### src/rtl/sweep_pkg.sv
// Shared types and MISR helpers for the exhaustive-sweep capture stage.
package sweep_pkg;

  typedef enum logic [1:0] {
    IDLE  = 2'd0,
    DRIVE = 2'd1,
    DONE  = 2'd2
  } sweep_state_t;

  localparam int          MISR_W    = 16;
  localparam logic [15:0] MISR_POLY = 16'h1021;
  localparam logic [15:0] MISR_SEED = 16'h0000;

  // One MISR shift: left shift, fold the polynomial on carry-out, inject the response bit.
  function automatic logic [15:0] misr_step(input logic [15:0] cur, input logic din);
    logic [15:0] nxt;
    nxt = {cur[14:0], 1'b0} ^ (cur[15] ? MISR_POLY : 16'h0000) ^ {15'h0000, din};
    return nxt;
  endfunction

endpackage

### src/rtl/sweep_misr.sv
// 16-bit multiple-input signature register compacting the CUT responses.
module sweep_misr
  import sweep_pkg::*;
(
  input  logic        CK,
  input  logic        reset,
  input  logic        clr,
  input  logic        en,
  input  logic        din,
  output logic [15:0] sig
);

  // Signature register: cleared to the seed at sweep start, stepped once per hold window.
  always_ff @(posedge CK) begin
    if (reset) begin
      sig <= 16'h0000;
    end else if (clr) begin
      sig <= MISR_SEED;
    end else if (en) begin
      sig <= misr_step(sig, din);
    end else begin
      sig <= sig;
    end
  end

endmodule

### src/rtl/sweep_capture.sv
// Drives every CUT input pattern in ascending order and captures the CUT
// response into a truth-table vector and a MISR signature.
module sweep_capture
  import sweep_pkg::*;
#(
  parameter int N_IN  = 3,
  parameter int HOLD  = 1,
  parameter int SIG_W = 16
) (
  input  logic                   CK,
  input  logic                   reset,
  input  logic                   start,
  output logic [N_IN-1:0]        pattern,
  output logic                   pattern_valid,
  input  logic                   dut_out,
  output logic [(1<<N_IN)-1:0]   resp_vec,
  output logic [SIG_W-1:0]       sig,
  output logic                   busy,
  output logic                   done
);

  localparam int              NPAT      = 1 << N_IN;
  localparam int              HW        = (HOLD > 1) ? $clog2(HOLD) : 1;
  localparam logic [HW-1:0]   HOLD_LAST = HW'(HOLD - 1);
  localparam logic [N_IN-1:0] PAT_LAST  = {N_IN{1'b1}};

  sweep_state_t  state;
  sweep_state_t  next_state;
  logic [HW-1:0] hold_cnt;
  logic          accept;
  logic          step;
  logic          last;

  // State register; status outputs are registered from the next state so they line up with it.
  always_ff @(posedge CK) begin
    if (reset) begin
      state         <= IDLE;
      pattern_valid <= 1'b0;
      busy          <= 1'b0;
      done          <= 1'b0;
    end else begin
      state         <= next_state;
      pattern_valid <= (next_state == DRIVE);
      busy          <= (next_state != IDLE);
      done          <= (next_state == DONE);
    end
  end

  // Next-state logic; start is only honoured in IDLE, so requests while busy are dropped.
  always_comb begin
    next_state = state;
    case (state)
      IDLE: begin
        if (start) next_state = DRIVE;
        else       next_state = IDLE;
      end
      DRIVE: begin
        if (last) next_state = DONE;
        else      next_state = DRIVE;
      end
      DONE:    next_state = IDLE;
      default: next_state = IDLE;
    endcase
  end

  // Control strobes: sweep accept, end of hold window, and end of the final window.
  always_comb begin
    accept = 1'b0;
    step   = 1'b0;
    last   = 1'b0;
    if (state == IDLE) begin
      accept = start;
    end else begin
      accept = 1'b0;
    end
    if ((state == DRIVE) && (hold_cnt == HOLD_LAST)) begin
      step = 1'b1;
    end else begin
      step = 1'b0;
    end
    last = step && (pattern == PAT_LAST);
  end

  // Pattern/hold counters and truth-table capture; pattern parks at all-ones after the sweep.
  always_ff @(posedge CK) begin
    if (reset) begin
      pattern  <= {N_IN{1'b0}};
      hold_cnt <= {HW{1'b0}};
      resp_vec <= {NPAT{1'b0}};
    end else if (accept) begin
      pattern  <= {N_IN{1'b0}};
      hold_cnt <= {HW{1'b0}};
      resp_vec <= {NPAT{1'b0}};
    end else if (step) begin
      resp_vec[pattern] <= dut_out;
      hold_cnt          <= {HW{1'b0}};
      if (last) begin
        pattern <= pattern;
      end else begin
        pattern <= pattern + N_IN'(1);
      end
    end else if (state == DRIVE) begin
      hold_cnt <= hold_cnt + HW'(1);
    end else begin
      hold_cnt <= hold_cnt;
    end
  end

  sweep_misr u_misr (
    .CK    (CK),
    .reset (reset),
    .clr   (accept),
    .en    (step),
    .din   (dut_out),
    .sig   (sig)
  );

endmodule

### config.mk
export PLATFORM = sky130hd
export DESIGN_NAME = sweep_capture
export DESIGN_NICKNAME = d
export VERILOG_FILES = /design/src/rtl/sweep_pkg.sv /design/src/rtl/sweep_misr.sv /design/src/rtl/sweep_capture.sv
export SDC_FILE = /design/constraint.sdc
export NUM_CORES = 1
export LEC_CHECK = 0
export ABC_AREA = 1
export BUFFER_PORTS_ARGS = -buffer_cell sky130_fd_sc_hd__buf_2
export CAP_MARGIN = 20
export CORE_UTILIZATION = 56
export DETAILED_ROUTE_END_ITERATION = 8
export PLACE_DENSITY = 0.81
export SLEW_MARGIN = 20
export SYNTH_ARGS = -nofsm -noshare
export SYNTH_HDL_FRONTEND = slang
export SYNTH_HIERARCHICAL = 1
export SYNTH_SLANG_ARGS = --single-unit
### constraint.sdc
create_clock -name CK -period 3.3 [get_ports CK]
set_input_delay 0.66 -clock CK [delete_from_list [all_inputs] [get_ports CK]]
set_output_delay 0.66 -clock CK [all_outputs]
set_load 0.05 [all_outputs]
== Yosys cells after proc, flatten, opt, wreduce, memory -nomap -nowiden ==
Cells that the tools add are included.

* Output and inout bits: 30
* Memories: 0
* Word-level logic and storage cells: 37
* Memory bits (writable): 0
* Memory bits (read-only): 0
* Bits of input ports: 4
* Flip-flop bits (word level): 33
* Bits in latches: 0

* Eq/ne operators: 4
* Multipliers: 0
* Multiplexer cells: 9
* Magnitude comparators: 2
* Divide/modulo/power cells: 0
* Bitwise operators: 4
* Shift operators: 0
* Reductions and logical operators: 8
* Add/sub/neg operators: 2

{| class="wikitable"
|+ Operator list
! kind !! count
|-
| $xor 16x1->16 || 1
|-
| $xor 16x16->16 || 1
|-
| $mux 13 || 1
|-
| $bwmux 8 || 1
|-
| $eq 2x1->1 const B || 2
|-
| $lt 3x4->1 const B || 1
|-
| $mux 1 || 4
|-
| $pmux 2 s2 || 1
|-
| $add 3x1->3 const B || 1
|-
| $demux 1 s3 || 1
|-
| $eq 3x3->1 const B || 1
|-
| $ge 3x1->1 const B || 1
|-
| $logic_and 1x1->1 || 3
|-
| $reduce_or 3->1 || 1
|-
| $eq 2x2->1 const B || 1
|-
| $logic_not 2->1 || 1
|-
| $mux 2 || 1
|-
| $not 1->1 || 2
|-
| $reduce_and 2->1 || 1
|-
| $reduce_bool 2->1 || 1
|-
| $reduce_or 2->1 || 1
|-
| $add 1x1->1 const B || 1
|}

== Logic depth before layout (Yosys ltp) ==
Gate-level depths: netlist of run 1.

* Word-level depth: 7
* Mapped depth: 9
* Depth with buffers taken out: 8

== Modules after synthesis ==
Netlist of run 1, hierarchy kept.

{| class="wikitable"
|+ Modules (own cells, without submodules)
! module !! area an instance (um^2) !! instances !! cells an instance !! sequential area each (um^2)
|-
| sweep_capture || 785.8 || 1 || 111 || 340.3
|-
| sweep_misr || 679.4 || 1 || 88 || 320.3
|}

== Worst setup path before layout of run 1 ==
No wires, ideal clock.

* Path type: register to register
* Start: reg pattern[1]
* End: reg busy
* Library setup time: 122 ps
* Stages on the path, launching flop included: 8
* Period minus slack after synthesis: 1,636 ps
* Arrival time: 1,513 ps
* Path slack: 1,664 ps
* Data required time: 3,178 ps
* Buffers on the path: 0
* Cell sequence: dfxtp_1 -> ha_1 -> ha_1 -> inv_1 -> o21ai_0 -> nand2_1 -> nand2_1 -> o21ai_0

* Cells in the longest elaborated chain, start to end: 5

{| class="wikitable"
|+ Ends and longest elaborated chain
! what !! line !! RTL
|-
| start, declared || sweep_capture.sv:13 || <nowiki>output logic [N_IN-1:0] pattern,</nowiki>
|-
| start signal, assigned || sweep_capture.sv:87 || <nowiki>pattern <= {N_IN{1'b0}};</nowiki>
|-
| start signal, assigned || sweep_capture.sv:91 || <nowiki>pattern <= {N_IN{1'b0}};</nowiki>
|-
| start signal, assigned || sweep_capture.sv:98 || <nowiki>pattern <= pattern;</nowiki>
|-
| $eq 3x3->1 || sweep_capture.sv:81 || <nowiki>last = step && (pattern == PAT_LAST);</nowiki>
|-
| $logic_and 1x1->1 || sweep_capture.sv:81 ||
|-
| $mux 2 || sweep_capture.sv:58 || <nowiki>if (last) next_state = DONE;</nowiki>
|-
| $pmux 2 s2 || sweep_capture.sv:52 || <nowiki>case (state)</nowiki>
|-
| $reduce_bool 2->1 || sweep_capture.sv:44 || <nowiki>busy <= (next_state != IDLE);</nowiki>
|-
| end signal, assigned || sweep_capture.sv:44 ||
|-
| end, declared || sweep_capture.sv:18 || <nowiki>output logic busy,</nowiki>
|}

No other way between the ends.
A chain may end at the register's enable or synchronous reset.

== Worst setup path in the final report of run 1 ==
* Start: reg pattern[0]
* End: out pattern[0]

No word-level cell between the ends.

==> out/results.tsv, run 1 <==
metric	value	unit
status	finished clean	
met3 usage	9.20	%
flop2flop setup slack	1.54	ns
YS warnings	6	
Setup-failing EPs final	0	
Seq/Total Area, Yosys	45.1	%
Post-CTS Resized	0	
CTS hold repair buffers	0	
Fin. Hold Viols	0	
Mapped Cells	199	
Cell Pwr Density	447	nW/um^2
layout cells sized above 1	25.3	%
Port Buffers	33	
Max Slew Vio Count	0	
I/O pins	34	
GRT Total Usage	21.3	%
CTS Buf Count	5	
grt peak-use layer	met2	
Crit Path Class	flip-flop to output pin	
die width	53.2	um
dpl cell area	1590	um^2
Sink Count	33	
Peak VDD IR	0.000334	V
crit-path leading delay family	flip-flops	
Top FF cell, synth	dfxtp_1	
number of enable flip-flop cells after synthesis	0	
Detailed Place HPWL	1840	um
DRC	0	
Initial Util	59.1	%
WHS Path Cells	2	
Achievable Freq	0.546	GHz
Slew @ Worst Pin	0.725	ns
Worst Path Max Fanout	10	
met1 usage in global routing	24.7	%
Bufs and invs on worst path	1	
CP arrival	1.17	ns
Syn Nets	205	
Worst EP required	2.64	ns
Antenna diodes	0	
fill cell count	237	
FF-to-FF Start	state[0]	
final instance area	1650	um^2
most frequent cells in the layout	nand2_1 (61), nor2_1 (34), dfxtp_1 (33), buf_2 (33), inv_1 (22)	
#FFs+latches synth	33	
Hold EP	resp_vec[2]	
Site Rows	18	
initial antenna violation count	0	
via count	1249	
met2 global-route usage	33.5	%
Unique masters post-synth	20	
CTS root buffer	clkbuf_4	
commonest non-fill, non-tap cell in the layout	nand2_1	
Area Overhead vs Synth	12.3	%
clock latency on the worst-skew pair	0.34	ns
DR WL/cell	10.0	um
Worst path slowest cell	dfxtp_1	
WL final	2640	um
RSZ-0062 raised after global routing	no	
height of the die	53.2	um
Via density	4.75	
Finished Layout Cells	263	
gpl congestion	0.764	
Final #Nets	238	
worst hold start	resp_vec[2]	
final worst-path cycle share	55.5	%
relative slew slack	51.5	%
FF-to-FF End	u_misr/sig[6]	
hold crit path type	flip-flop to flip-flop	
max-cap viol count	0	
setup TNS	0	ns
vias in the first global route	1047	
Reg2Reg Depth	5	
remaining antenna violation count	0	
CTS tree	built	
Synth Cell Area	1470	um^2
async set or reset register ratio after synthesis	0	%
static leakage	0.748	nW
crit-path cells	buf_2	
global route total overflow	0	
DRT iter0 DRCs	13	
Post-Place Cells	255	
setup bufs post-CTS	0	
core footprint	2480	um^2
first-pass GRT wire length	4260	um
Longest Clk Path Bufs	2	
Avg Cell Area, Syn	7.36	um^2
crit start category	flip-flop	
# H-tree levels	2	
crit path capture type	output pin	
largest net degree at the start of global routing	32	
Tmin final	1.83	ns
DRT Pass-1 Iters	4	
die area	2820	um^2
Fin Clk Skew	0.00521	ns
clk slew on worst S/H paths	0.09	ns
Critical Path Max Stage Delay	0.50	ns
## kinds of logic (layout without fill, tap and decap cells)
family	Yosys count	in the layout	share of synthesized area, %
flops	33	33	45.1
fa+ha+maj	2	2	1.71
simple gates	114	114	32.4
compound gates	20	20	9.91
buf+inv	30	64	10.9
## worst min-delay path, delay by kind of cell, from the launching register on
family | cells | cell delay (ns)
DFF | 1 | 0.33
AOI/OAI and AO/OA | 1 | 0.04
and+or+nand+nor | 1 | 0.08
## how the worst max path moves through the flow
stage          startpoint  cells past startpoint             end
4_1_cts        pattern[0]                      1      pattern[0]
2_1_floorplan  pattern[1]                      7            busy
6_report       pattern[0]                      1      pattern[0]
3_5_place_dp        start                      8   u_misr/sig[5]
3_3_place_gp        start                      8   u_misr/sig[0]
5_1_grt          state[0]                      5  u_misr/sig[11]
## layer usage
layer / part of all wire (%) / up-vias
met3: 6.7 / 7
met5: 0 / -
met4: 1.5 / 0
met1: 48 / 537
met2: 44 / 28
li1: - / 677
## synthesized netlist by cell type, types with 2 or more instances
cell     count  area share (%)
nand2_1     61              16
inv_1       22             5.6
nor2_4       2             1.5
a21oi_2     12             7.2
nor2_1      34             8.7
o21ai_0      2            0.68
ha_1         2             1.7
dfxtp_1     33              45
a21oi_1      6             2.0
nor2_2       2            0.85
buf_6        3             2.3
nand3_1     12             4.1
## flip-flops by register name, indices dropped and copies added, names as in the netlist
name	flops
state	2
done	1
busy	1
pattern_valid	1
u_misr/sig	16
resp_vec	8
hold_cnt	1
pattern	3
## where the power goes
group          internal, mW  leakage, nW  switching [mW]  total (mW)
logic                0.0259        0.448          0.0793       0.105
registers             0.407        0.267         0.00939       0.417
clock network        0.0810       0.0320           0.132       0.213
total                 0.514        0.748           0.221       0.735
## per-stage QoR
step           power, mW  hold slack, ns  util, %  setup slack, ns
6_report           0.735           0.486     66.4             1.47
5_1_grt            0.769           0.505     66.4             1.38
4_1_cts            0.741           0.488     66.4             1.46
3_5_place_dp       0.531           0.468     64.3             1.41
3_3_place_gp       0.530           0.464     64.3             1.44
2_1_floorplan      0.521           0.497        -             1.66
## area by class of cell
cell class | count | area [um^2] | area share (%)
Tap cell | 30 | 37.5 | 2.28
Multi-Input combinational cell | 136 | 644 | 39.2
Sequential cell | 33 | 661 | 40.2
Timing Repair Buffer | 33 | 165 | 10.0
Clock buffer | 6 | 41.3 | 2.51
Clock inverter | 2 | 10.0 | 0.608
Inverter | 23 | 86.3 | 5.25
No activity file was read; power rests on OpenSTA's default activity.
==> inputs of run 2 (changes only) <==
--- a/config.mk
+++ b/config.mk
@@ -5,12 +5,12 @@
 export SDC_FILE = /design/constraint.sdc
 export NUM_CORES = 1
 export LEC_CHECK = 0
-export ABC_AREA = 1
+export ABC_AREA = 0
 export BUFFER_PORTS_ARGS = -buffer_cell sky130_fd_sc_hd__buf_2
 export CAP_MARGIN = 20
-export CORE_UTILIZATION = 56
+export CORE_UTILIZATION = 51
 export DETAILED_ROUTE_END_ITERATION = 8
-export PLACE_DENSITY = 0.81
+export PLACE_DENSITY = 0.75
 export SLEW_MARGIN = 20
 export SYNTH_ARGS = -nofsm -noshare
 export SYNTH_HDL_FRONTEND = slang
==> constraint.sdc (replaced) <==
create_clock -name CK -period 1.8 [get_ports CK]
set_input_delay 0.36 -clock CK [delete_from_list [all_inputs] [get_ports CK]]
set_output_delay 0.36 -clock CK [all_outputs]
set_load 0.05 [all_outputs]
==> run 2 against run 1 <==
Effect of this change:
- die area up 4.3%
- worst setup slack got worse by 1.3 ns
- total power rose by 76%
- first-iteration DRC count is 23% higher
- synthesized cell count decreased by 35%
- sequential share of layout area rose by 0.49 points
- area after synthesis down 4.9%
- cell count down 25%
- sequential cell count stayed put
- sequential power grew 81%
- non-clock buffer count rose by 3
==> out/results.tsv, run 2 <==
metric	value	unit	change
Worst Hold Slack	0.325	ns	-0.161 ns
# H-tree levels	2		unchanged
Sink Count	33		unchanged
layout cells sized above 1	30.5	%	+5.2 points
total power	1.30	mW	+76%
most frequent cell after synthesis	dfxtp_1		
via count	1042		-17%
Antenna diodes	0		unchanged
Hold EP	busy		
remaining antenna violation count	0		unchanged
CTS tree	built		
DR WL/cell	12.9	um	+28%
crit path capture type	flip-flop		
WL final	2540	um	-4.1%
post-synth top area cell	dfxtp_1		
clock latency on the worst-skew pair	0.32	ns	-0.02 ns
Setup-failing EPs final	0		unchanged
GRT Total Usage	19.5	%	-1.8 points
Slew @ Worst Pin	0.403	ns	-0.322 ns
Largest regs	u_misr/sig (16), resp_vec (8), pattern (3)		
Fin Clk Skew	0.00751	ns	+0.00230 ns
fill cell count	239		+0.84%
static leakage	0.773	nW	+3.4%
Final #Nets	172		-28%
vias in the first global route	911		-13%
die area	2950	um^2	+4.3%
register with the highest flop count	u_misr/sig		
setup TNS	0	ns	unchanged
CTS hold repair buffers	0		unchanged
gpl congestion	0.762		-0.14%
#FFs+latches synth	33		unchanged
Critical Path Max Stage Delay	0.39	ns	-0.11 ns
Post-CTS Resized	0		unchanged
CTS root buffer	clkbuf_4		
clk slew on worst S/H paths	0.10	ns	about the same
max-cap viol count	0		unchanged
Largest register FFs	16		unchanged
Reg2Reg Depth	5		unchanged
height of the die	54.3	um	+2.1%
Crit Path Class	flip-flop to flip-flop		
DRT Pass-1 Iters	4		unchanged
YS warnings	6		unchanged
Achievable Freq	0.616	GHz	
status	finished clean		
core footprint	2520	um^2	+1.8%
Mapped Cells	129		-35%
FF-to-FF End	pattern[0]		
multi-input logic area	672	um^2	+4.3%
Fin. Hold Viols	0		unchanged
worst hold start	start		
Unique masters post-synth	24		+20%
final worst-path cycle share	90.2	%	
first-pass GRT wire length	4000	um	-6.2%
Port Buffers	33		unchanged
most frequent cells in the layout	dfxtp_1 (33), buf_2 (33), mux2i_1 (23), nor2_1 (20), nand3b_1 (9)		
Area Overhead vs Synth	16.6	%	
largest net degree at the start of global routing	20		-38%
Tmin final	1.62	ns	
hold crit path type	input port to flip-flop		
Worst Path Max Fanout	8		-2
Site Rows	18		unchanged
I/O pins	34		unchanged
Longest Clk Path Bufs	2		unchanged
die width	54.3	um	+2.1%
Seq/Total Area, Yosys	47.4	%	+2.3 points
Via density	5.29		+11%
async set or reset register ratio after synthesis	0	%	unchanged
FF+latch area	661	um^2	unchanged
Synth Cell Area	1390	um^2	-4.9%
crit start category	flip-flop		
DRT iter0 DRCs	16		+3
top post-synthesis cells by area	dfxtp_1 (47%), mux2i_1 (17%), nor2_1 (5.7%)		
FF-to-FF Start	pattern[1]		
crit-path cells	ha_1, ha_1, nor4b_4, xnor2_1, nor2_1		
CP Launch Point	pattern[1]		
setup bufs post-CTS	0		unchanged
Initial Util	55.3	%	-3.9 points
post-synth top area share	47.4	%	+2.3 points
number of enable flip-flop cells after synthesis	0		unchanged
CP arrival	1.83	ns	+0.66 ns
RSZ-0062 raised after global routing	no		
global route total overflow	0		unchanged
flop2flop setup slack	0.18	ns	-1.36 ns
WHS Path Cells	3		+1
CTS Buf Count	5		unchanged
Detailed Place HPWL	1760	um	-4.2%
Peak VDD IR	0.000615	V	+84%
DRC	0		unchanged
Worst EP required	2.01	ns	-0.63 ns
Cell Pwr Density	797	nW/um^2	+78%
Post-synth top cells	dfxtp_1 (33), mux2i_1 (23), nor2_1 (21)		
initial antenna violation count	0		unchanged
Avg Cell Area, Syn	10.8	um^2	+47%
Worst path slowest cell	nor4b_4		
Max Slew Vio Count	0		unchanged
most used cell, CP	ha_1		
relative slew slack	72.8	%	+21 points
Syn Nets	135		-34%
Top FF cell, synth	dfxtp_1		
==> run 2: changes by cell type after synthesis, sizes merged, moves of 13 or more <==
| cell | before | now |
|---|---|---|
| mux2i | 0 | 23 |
| nand2 | 62 | 7 |
| nand3 | 13 | 0 |
| inv | 23 | 1 |
| a21oi | 18 | 0 |
| nor2 | 38 | 23 |
==> run 2: area by class of cell <==
cell class / count / area share, %
Tap cell: 30 / 2.31
Clock buffer: 6 / 2.54
Sequential cell: 33 / 40.6
Clock inverter: 2 / 0.616
Inverter: 1 / 0.231
Multi-Input combinational cell: 89 / 41.3
Timing Repair Buffer: 36 / 12.3
==> run 2: cells by family (layout without fill, tap and decap cells) <==
group | count (synthesis) | after routing | share of synthesized area, %
mux | 23 | 23 | 16.5
fa+ha+maj | 2 | 2 | 1.80
simple gates | 57 | 57 | 25.6
buf+inv | 7 | 45 | 4.58
xor+xnor | 4 | 4 | 2.51
flops | 33 | 33 | 47.4
compound gates | 3 | 3 | 1.62
==> run 2: worst max-delay path by stage <==
stage,to,cells after the start
3_5_place_dp,pattern[1],5
4_1_cts,pattern[0],5
2_1_floorplan,pattern[2],5
5_1_grt,pattern[1],5
6_report,pattern[0],5
3_3_place_gp,pattern[2],5
==> run 2: report_power, final <==
| part | internal, mW | switching, mW | total, mW | leakage (nW) |
|---|---|---|---|---|
| clock | 0.149 | 0.235 | 0.384 | 0.0320 |
| sequential | 0.743 | 0.0113 | 0.754 | 0.267 |
| combinational | 0.0560 | 0.101 | 0.157 | 0.474 |
| total | 0.947 | 0.348 | 1.30 | 0.773 |
==> run 2: worst max-delay path: cells and delay by family (launching register included) <==
kind          cells  cell delay (ns)
fa+ha+maj         2             0.45
simple gates      2             0.47
xor+xnor          1             0.21
flops             1             0.38
==> run 2: per-layer routing <==
metal / routed length [um] / track usage (%) / vias up
li1: - / - / 515
met1: 1120 / 22.3 / 490
met2: 1210 / 31.7 / 31
met3: 161 / 8.33 / 6
met4: 48 / 8.12 / 0
met5: 0 / 0 / -
==> run 2: stage by stage <==
stage	area (um^2)	util (%)	setup WS, ns	cells
final	1630	64.4	0.176	197
after CTS	1630	64.4	0.190	197
after global routing	1630	64.4	0.0816	197
after floorplan	1390	-	0.0725	129
after global placement	1570	62.4	0.280	189
after detailed placement	1570	62.4	0.204	189
